## src/rtl/rvv_xrf_wb_arbiter_if.sv

```systemverilog
// Bundle of retire-slot request lanes and the single scalar-regfile write port
// of the writeback arbiter. The master drives requests and write-port ready.
interface rvv_xrf_wb_arbiter_if #(
  parameter int NUM_SLOT = 4,
  parameter int DEPTH    = 4,
  parameter int IDX_W    = 5,
  parameter int DATA_W   = 32
);
  // Handshake: a slot moves on slot_valid_i[i] && slot_ready_o[i], the write
  // port moves on wb_valid_o && wb_ready_i; valid never waits on ready.
  logic [NUM_SLOT-1:0]             slot_valid_i;
  logic [NUM_SLOT-1:0][IDX_W-1:0]  slot_idx_i;
  logic [NUM_SLOT-1:0][DATA_W-1:0] slot_data_i;
  logic [NUM_SLOT-1:0]             slot_ready_o;
  logic                            wb_valid_o;
  logic [IDX_W-1:0]                wb_addr_o;
  logic [DATA_W-1:0]               wb_data_o;
  logic                            wb_ready_i;
  logic [$clog2(DEPTH):0]          count_o;
  logic                            idle_o;

  modport master (
    output slot_valid_i, slot_idx_i, slot_data_i, wb_ready_i,
    input  slot_ready_o, wb_valid_o, wb_addr_o, wb_data_o, count_o, idle_o
  );

  modport slave (
    input  slot_valid_i, slot_idx_i, slot_data_i, wb_ready_i,
    output slot_ready_o, wb_valid_o, wb_addr_o, wb_data_o, count_o, idle_o
  );
endinterface

```

## src/rtl/rvv_xrf_wb_arbiter.sv

```systemverilog
// Merges NUM_SLOT retire-slot writebacks into one regfile write port through a
// DEPTH-entry FIFO. Optional same-cycle bypass when empty: RVV_XRF_WB_BYPASS_EN.
module rvv_xrf_wb_arbiter #(
  parameter int NUM_SLOT = 4,
  parameter int DEPTH    = 4,
  parameter int IDX_W    = 5,
  parameter int DATA_W   = 32
) (
  input  logic                 clk,
  input  logic                 rst,
  rvv_xrf_wb_arbiter_if.slave  bus
);
  localparam int PTR_W = $clog2(DEPTH);
  localparam int CNT_W = PTR_W + 1;

  typedef struct packed {
    logic [IDX_W-1:0]  idx;
    logic [DATA_W-1:0] data;
  } entry_t;

  entry_t                         mem [DEPTH];
  logic [PTR_W-1:0]               head;
  logic [PTR_W-1:0]               tail;
  logic [CNT_W-1:0]               count;
  logic [CNT_W-1:0]               free;
  logic [CNT_W-1:0]               n_push;
  logic [CNT_W-1:0]               acc;
  logic                           pop;
  logic [NUM_SLOT-1:0]            push_valid;
  logic [NUM_SLOT-1:0]            push_en;
  logic [NUM_SLOT-1:0][PTR_W-1:0] waddr;

  // Space freed by a pop this cycle is only visible next cycle.
  assign free = CNT_W'(DEPTH) - count;
  assign pop  = (count != '0) && bus.wb_ready_i;

`ifdef RVV_XRF_WB_BYPASS_EN
  logic [NUM_SLOT-1:0] byp_sel;
  logic                byp_active;
  logic                byp_fire;
  logic [IDX_W-1:0]    byp_idx;
  logic [DATA_W-1:0]   byp_data;

  always_comb begin
    byp_sel  = bus.slot_valid_i & (~bus.slot_valid_i + NUM_SLOT'(1));
    byp_idx  = '0;
    byp_data = '0;
    for (int i = 0; i < NUM_SLOT; i++) begin
      if (byp_sel[i]) begin
        byp_idx  = bus.slot_idx_i[i];
        byp_data = bus.slot_data_i[i];
      end
    end
  end

  assign byp_active     = (count == '0) && (|bus.slot_valid_i);
  assign byp_fire       = byp_active && bus.wb_ready_i;
  // A bypassed slot retires straight to the port and takes no FIFO space.
  assign push_valid     = bus.slot_valid_i & ~(byp_fire ? byp_sel : '0);
  assign bus.slot_ready_o = push_en | (byp_fire ? byp_sel : '0);
  assign bus.wb_valid_o = (count != '0) || byp_active;
  assign bus.wb_addr_o  = (count != '0) ? mem[head].idx  : byp_idx;
  assign bus.wb_data_o  = (count != '0) ? mem[head].data : byp_data;
`else
  assign push_valid       = bus.slot_valid_i;
  assign bus.slot_ready_o = push_en;
  assign bus.wb_valid_o   = (count != '0);
  assign bus.wb_addr_o    = mem[head].idx;
  assign bus.wb_data_o    = mem[head].data;
`endif

  // Prefix rule: slot i goes in only if all older valid slots also fit, so
  // each accepted slot's running valid count is also its offset from tail.
  always_comb begin
    acc     = '0;
    n_push  = '0;
    push_en = '0;
    waddr   = '0;
    for (int i = 0; i < NUM_SLOT; i++) begin
      if (push_valid[i]) acc = acc + CNT_W'(1);
      push_en[i] = push_valid[i] && (acc <= free);
      waddr[i]   = tail + acc[PTR_W-1:0] - PTR_W'(1);
      if (push_en[i]) n_push = acc;
    end
  end

  always_ff @(posedge clk) begin
    if (rst) begin
      head  <= '0;
      tail  <= '0;
      count <= '0;
    end else begin
      head  <= head + PTR_W'(pop);
      tail  <= tail + n_push[PTR_W-1:0];
      count <= count + n_push - CNT_W'(pop);
    end
  end

  always_ff @(posedge clk) begin
    for (int i = 0; i < NUM_SLOT; i++) begin
      if (push_en[i]) mem[waddr[i]] <= {bus.slot_idx_i[i], bus.slot_data_i[i]};
    end
  end

  assign bus.count_o = count;
  assign bus.idle_o  = (count == '0) && !(|bus.slot_valid_i);
endmodule

```

## src/flat_wrapper.sv

```systemverilog
// flat-port wrapper written by rule: the top's interface ports become plain ports
module rvv_xrf_wb_arbiter_flat 
#(
  parameter int NUM_SLOT = 4,
  parameter int DEPTH    = 4,
  parameter int IDX_W    = 5,
  parameter int DATA_W   = 32
)
  (clk, rst, bus_slot_valid_i, bus_slot_idx_i, bus_slot_data_i, bus_wb_ready_i, bus_slot_ready_o, bus_wb_valid_o, bus_wb_addr_o, bus_wb_data_o, bus_count_o, bus_idle_o);
  rvv_xrf_wb_arbiter_if #(.NUM_SLOT(NUM_SLOT), .DEPTH(DEPTH), .IDX_W(IDX_W), .DATA_W(DATA_W)) bus_i ();
  input  logic clk;
  input  logic rst;
  input wire logic [$bits(bus_i.slot_valid_i)-1:0] bus_slot_valid_i;
  input wire logic [$bits(bus_i.slot_idx_i)-1:0] bus_slot_idx_i;
  input wire logic [$bits(bus_i.slot_data_i)-1:0] bus_slot_data_i;
  input wire logic [$bits(bus_i.wb_ready_i)-1:0] bus_wb_ready_i;
  output wire logic [$bits(bus_i.slot_ready_o)-1:0] bus_slot_ready_o;
  output wire logic [$bits(bus_i.wb_valid_o)-1:0] bus_wb_valid_o;
  output wire logic [$bits(bus_i.wb_addr_o)-1:0] bus_wb_addr_o;
  output wire logic [$bits(bus_i.wb_data_o)-1:0] bus_wb_data_o;
  output wire logic [$bits(bus_i.count_o)-1:0] bus_count_o;
  output wire logic [$bits(bus_i.idle_o)-1:0] bus_idle_o;
  assign bus_i.slot_valid_i = bus_slot_valid_i;
  assign bus_i.slot_idx_i = bus_slot_idx_i;
  assign bus_i.slot_data_i = bus_slot_data_i;
  assign bus_i.wb_ready_i = bus_wb_ready_i;
  assign bus_slot_ready_o = bus_i.slot_ready_o;
  assign bus_wb_valid_o = bus_i.wb_valid_o;
  assign bus_wb_addr_o = bus_i.wb_addr_o;
  assign bus_wb_data_o = bus_i.wb_data_o;
  assign bus_count_o = bus_i.count_o;
  assign bus_idle_o = bus_i.idle_o;
  rvv_xrf_wb_arbiter #(.NUM_SLOT(NUM_SLOT), .DEPTH(DEPTH), .IDX_W(IDX_W), .DATA_W(DATA_W)) u_core (.clk(clk), .rst(rst), .bus(bus_i));
endmodule
```

## config.mk

```make
export PLATFORM = sky130hd
export DESIGN_NAME = rvv_xrf_wb_arbiter_flat
export DESIGN_NICKNAME = d
export VERILOG_FILES = /design/src/rtl/rvv_xrf_wb_arbiter_if.sv /design/src/rtl/rvv_xrf_wb_arbiter.sv /design/src/flat_wrapper.sv
export SDC_FILE = /design/constraint.sdc
export NUM_CORES = 1
export LEC_CHECK = 0
export BUFFER_PORTS_ARGS = -buffer_cell sky130_fd_sc_hd__buf_4
export CELL_PAD_IN_SITES_DETAIL_PLACEMENT = 2
export CELL_PAD_IN_SITES_GLOBAL_PLACEMENT = 2
export CORE_MARGIN = 1
export CORE_UTILIZATION = 41
export CTS_BUF_LIST = sky130_fd_sc_hd__clkbuf_16
export CTS_CLUSTER_DIAMETER = 40
export DETAILED_ROUTE_END_ITERATION = 12
export HOLD_SLACK_MARGIN = 0.15
export PLACE_DENSITY_LB_ADDON = 0.1
export SYNTH_ARGS = -nofsm -noshare
export SYNTH_HDL_FRONTEND = slang
export SYNTH_SLANG_ARGS = --single-unit
export TNS_END_PERCENT = 1
```

## constraint.sdc

```tcl
create_clock -name clk -period 11.2 [get_ports clk]
set_clock_uncertainty 0.2 [all_clocks]
set_input_delay 1.68 -clock clk [delete_from_list [all_inputs] [get_ports clk]]
set_output_delay 1.68 -clock clk [all_outputs]
set_load 0.05 [all_outputs]
```

==> results.cfg <==
[hold_path]
min_path_type = register to register

[power_and_ir_drop]
power.leakage_nw = 5.44
comb_power_share_pct = 61.7
seq_power_share_pct = 26.4
p_int_mw = 2.47
ir_drop_v = 0.000333
p_per_area_mw_per_mm2 = 373
clkPwrFrac_pct = 11.9
p_switching_mw = 2.60
swShare_pct = 51.3
finalPower_mw = 5.07

[critical_path]
critPathMaxStageDelay_ns = 0.42
path_class = input port to primary output
critical_path_arrival_ns = 5.02
rr_worst_depth = 10
cp.depth = 14
worstReg2RegEnd = u_core.mem[2][7]
crit_start = bus_slot_valid_i[0]
reg2reg_from = u_core.bus.count_o[0]
crit_end = bus_slot_ready_o[3]
worstPathMaxFanout = 6
path_buf_inv = 5
rrSetupSlack_ns = 6.48
crit_slowest_cell = xnor2_1
critical_path.top_delay_family = adder cells
critPathLaunchType = input port
crit_path_end_kind = primary output
required_ns = 9.32
crit_chain = buf_4 > inv_1 > ha_1 > xnor2_1 > inv_1 > ha_1 > nor2b_1 > a31o_2 > inv_1 > ha_1 > nor2b_1 > o221a_2 > nor2_1 > buf_4

[grt]
grt_pass1_vias = 11300
grt_util_all_layers_pct = 32.5
grt_pass1_wl_um = 69000
antenna_found_initial = 0
overflow = 0
grt_max_degree = 79

[clock_network]
clkLatencyLatePin_ns = 0.44
h-tree-depth = 4
post_cts_resized = 0
cts_buffers = 17
clock_sinks = 155
clockRootBuffer = clkbuf_16
path_clk_slew_ns = 0.08
cts_tree = built
hold_buffers = 0
post_cts_buffers = 0
clk_path_buf_depth = 2

[logic_synthesis]
ys.flop_type = edfxtp_1
netlist_instances = 945
syn-num-nets = 1125
syn_area_per_cell_um2 = 12.0
synth_top_area_share_pct = 39.1
synth_seq_cells = 155
yosysWarnings = 0
syn_area_mm2 = 0.0114
synthTopCellsByArea = edfxtp_1, mux2i_1, a2111oi_0, a221oi_1, mux4_2
synth_cell_types = 52
seq_area_frac_synth_pct = 40.3
synth-edff-count = 148
post-synth-top-area-cell = edfxtp_1
ys_async_sr_fraction_pct = 0

[timing]
fin_crit_sh_pct = 61.6
rsz0062_at_grt = no
finalSetupViolCount = 0
maxClockFrequency_mhz = 145
slew_headroom_pct = 23.1
slew_viol_final = 0
min_period_ns = 6.90
tns_ns = 0
tightestPinTransition_ns = 1.15
hold_viol = 0

[die]
io_pins = 201
chipWidth_um = 169
core_area_mm2 = 0.0271
dieArea_mm2 = 0.0284
std_cell_rows = 60
fp.dieH_um = 169
start_util_pct = 42.0

[placement]
placedCellCount = 1413
place_congestion = 0.793
portBuffers = 200
hpwlAfterDp_um = 26500

[finish]
final_common_cell = buf_4
final_cell_mix = buf_4, mux2i_1, a2111oi_0, a221oi_1, edfxtp_1
finalCoreUtilization_pct = 50.2
instances_no_fill = 1445
nFillCells = 2708
num-nets-final = 1240
antenna_cells = 0
drive_gt1_share_pct = 30.2
synthToLayoutAreaGrowth_pct = 19.6

[routing]
drc = 0
finalWirelength_um = 45800
ant_nets = 0
drt-initial-drc-count = 1029
via_count = 10200
via_per_inst = 7.08
dr.pass1.iters = 5
wl_per_cell_um = 31.7

[run_status]
status = completed

[job]
drv_cap = 0
-- layout make-up --
type / instances / area [um^2] / area share (%)
inverter: 57 / 214 / 1.57
clock inverter: 15 / 164 / 1.20
tap: 372 / 465 / 3.42
multi-input combinational: 605 / 6070 / 44.6
clock buffer: 17 / 425 / 3.13
timing repair buffer: 224 / 1680 / 12.4
sequential: 155 / 4590 / 33.7
-- per-layer routing --
| metal | vias up | GRT usage, % | share of wire (%) |
|---|---|---|---|
| met4 | 0 | 13.9 | 3.1 |
| met1 | 5224 | 41.0 | 40 |
| met3 | 106 | 5.80 | 7.5 |
| met2 | 563 | 54.8 | 50 |
| met5 | - | 0 | 0 |
| li1 | 4333 | - | - |
-- logic make-up after synthesis --
group           synth area share, %
xor+xnor                       1.57
compound gates                 24.8
flops                          40.3
buf+inv                        7.49
fa+ha+maj                      2.82
mux                            20.4
simple gates                   2.67
-- cells in the mapped netlist (8+ instances only) --
library cell,count
a2111oi_0,148
a221oi_1,148
buf_2,48
buf_4,10
buf_6,8
clkbuf_1,61
edfxtp_1,148
ha_1,24
inv_1,57
mux2i_1,148
mux4_2,37
nor2_1,8
-- tightest hold or removal path: stages, from the launching register on --
cell     delay [ns]
dfxtp_1        0.34
ha_1           0.13
nor2b_1        0.10
-- sequential cells by signal (all words and copies together) (netlist names) --
signal,count
u_core.head,2
u_core.bus.count_o,3
u_core.mem,148
u_core.tail,2
-- worst min-delay path by stage --
stage                                end  slack [ns]  cells past startpoint      startpoint
after global routing      u_core.tail[0]        0.47                      2  u_core.tail[0]
after CTS                 u_core.tail[0]        0.43                      2  u_core.tail[0]
after floorplan           u_core.head[0]        0.36                      2  u_core.head[0]
after global placement    u_core.tail[0]        0.38                      2  u_core.tail[0]
final                     u_core.tail[0]        0.41                      2  u_core.tail[0]
after detailed placement  u_core.tail[0]        0.41                      2  u_core.tail[0]
-- stage by stage --
stage,area (um^2),hold slack (ns),setup WS [ns]
2_1_floorplan,11400,0.357,3.89
3_3_place_gp,13000,0.375,4.39
3_5_place_dp,13000,0.408,4.15
4_1_cts,13600,0.426,4.33
5_1_grt,13600,0.470,4.17
6_report,13600,0.410,4.30
-- power groups by stage --
stage / sequential (mW) / clock, mW / combinational, mW
after global placement: 1.33 / 0 / 2.99
after CTS: 1.34 / 0.609 / 3.09
final: 1.34 / 0.603 / 3.13
after detailed placement: 1.35 / 0 / 3.07
after global routing: 1.37 / 0.629 / 3.27
after floorplan: 1.32 / 0 / 2.09
Note: power is estimated with default switching activity, not from simulation.
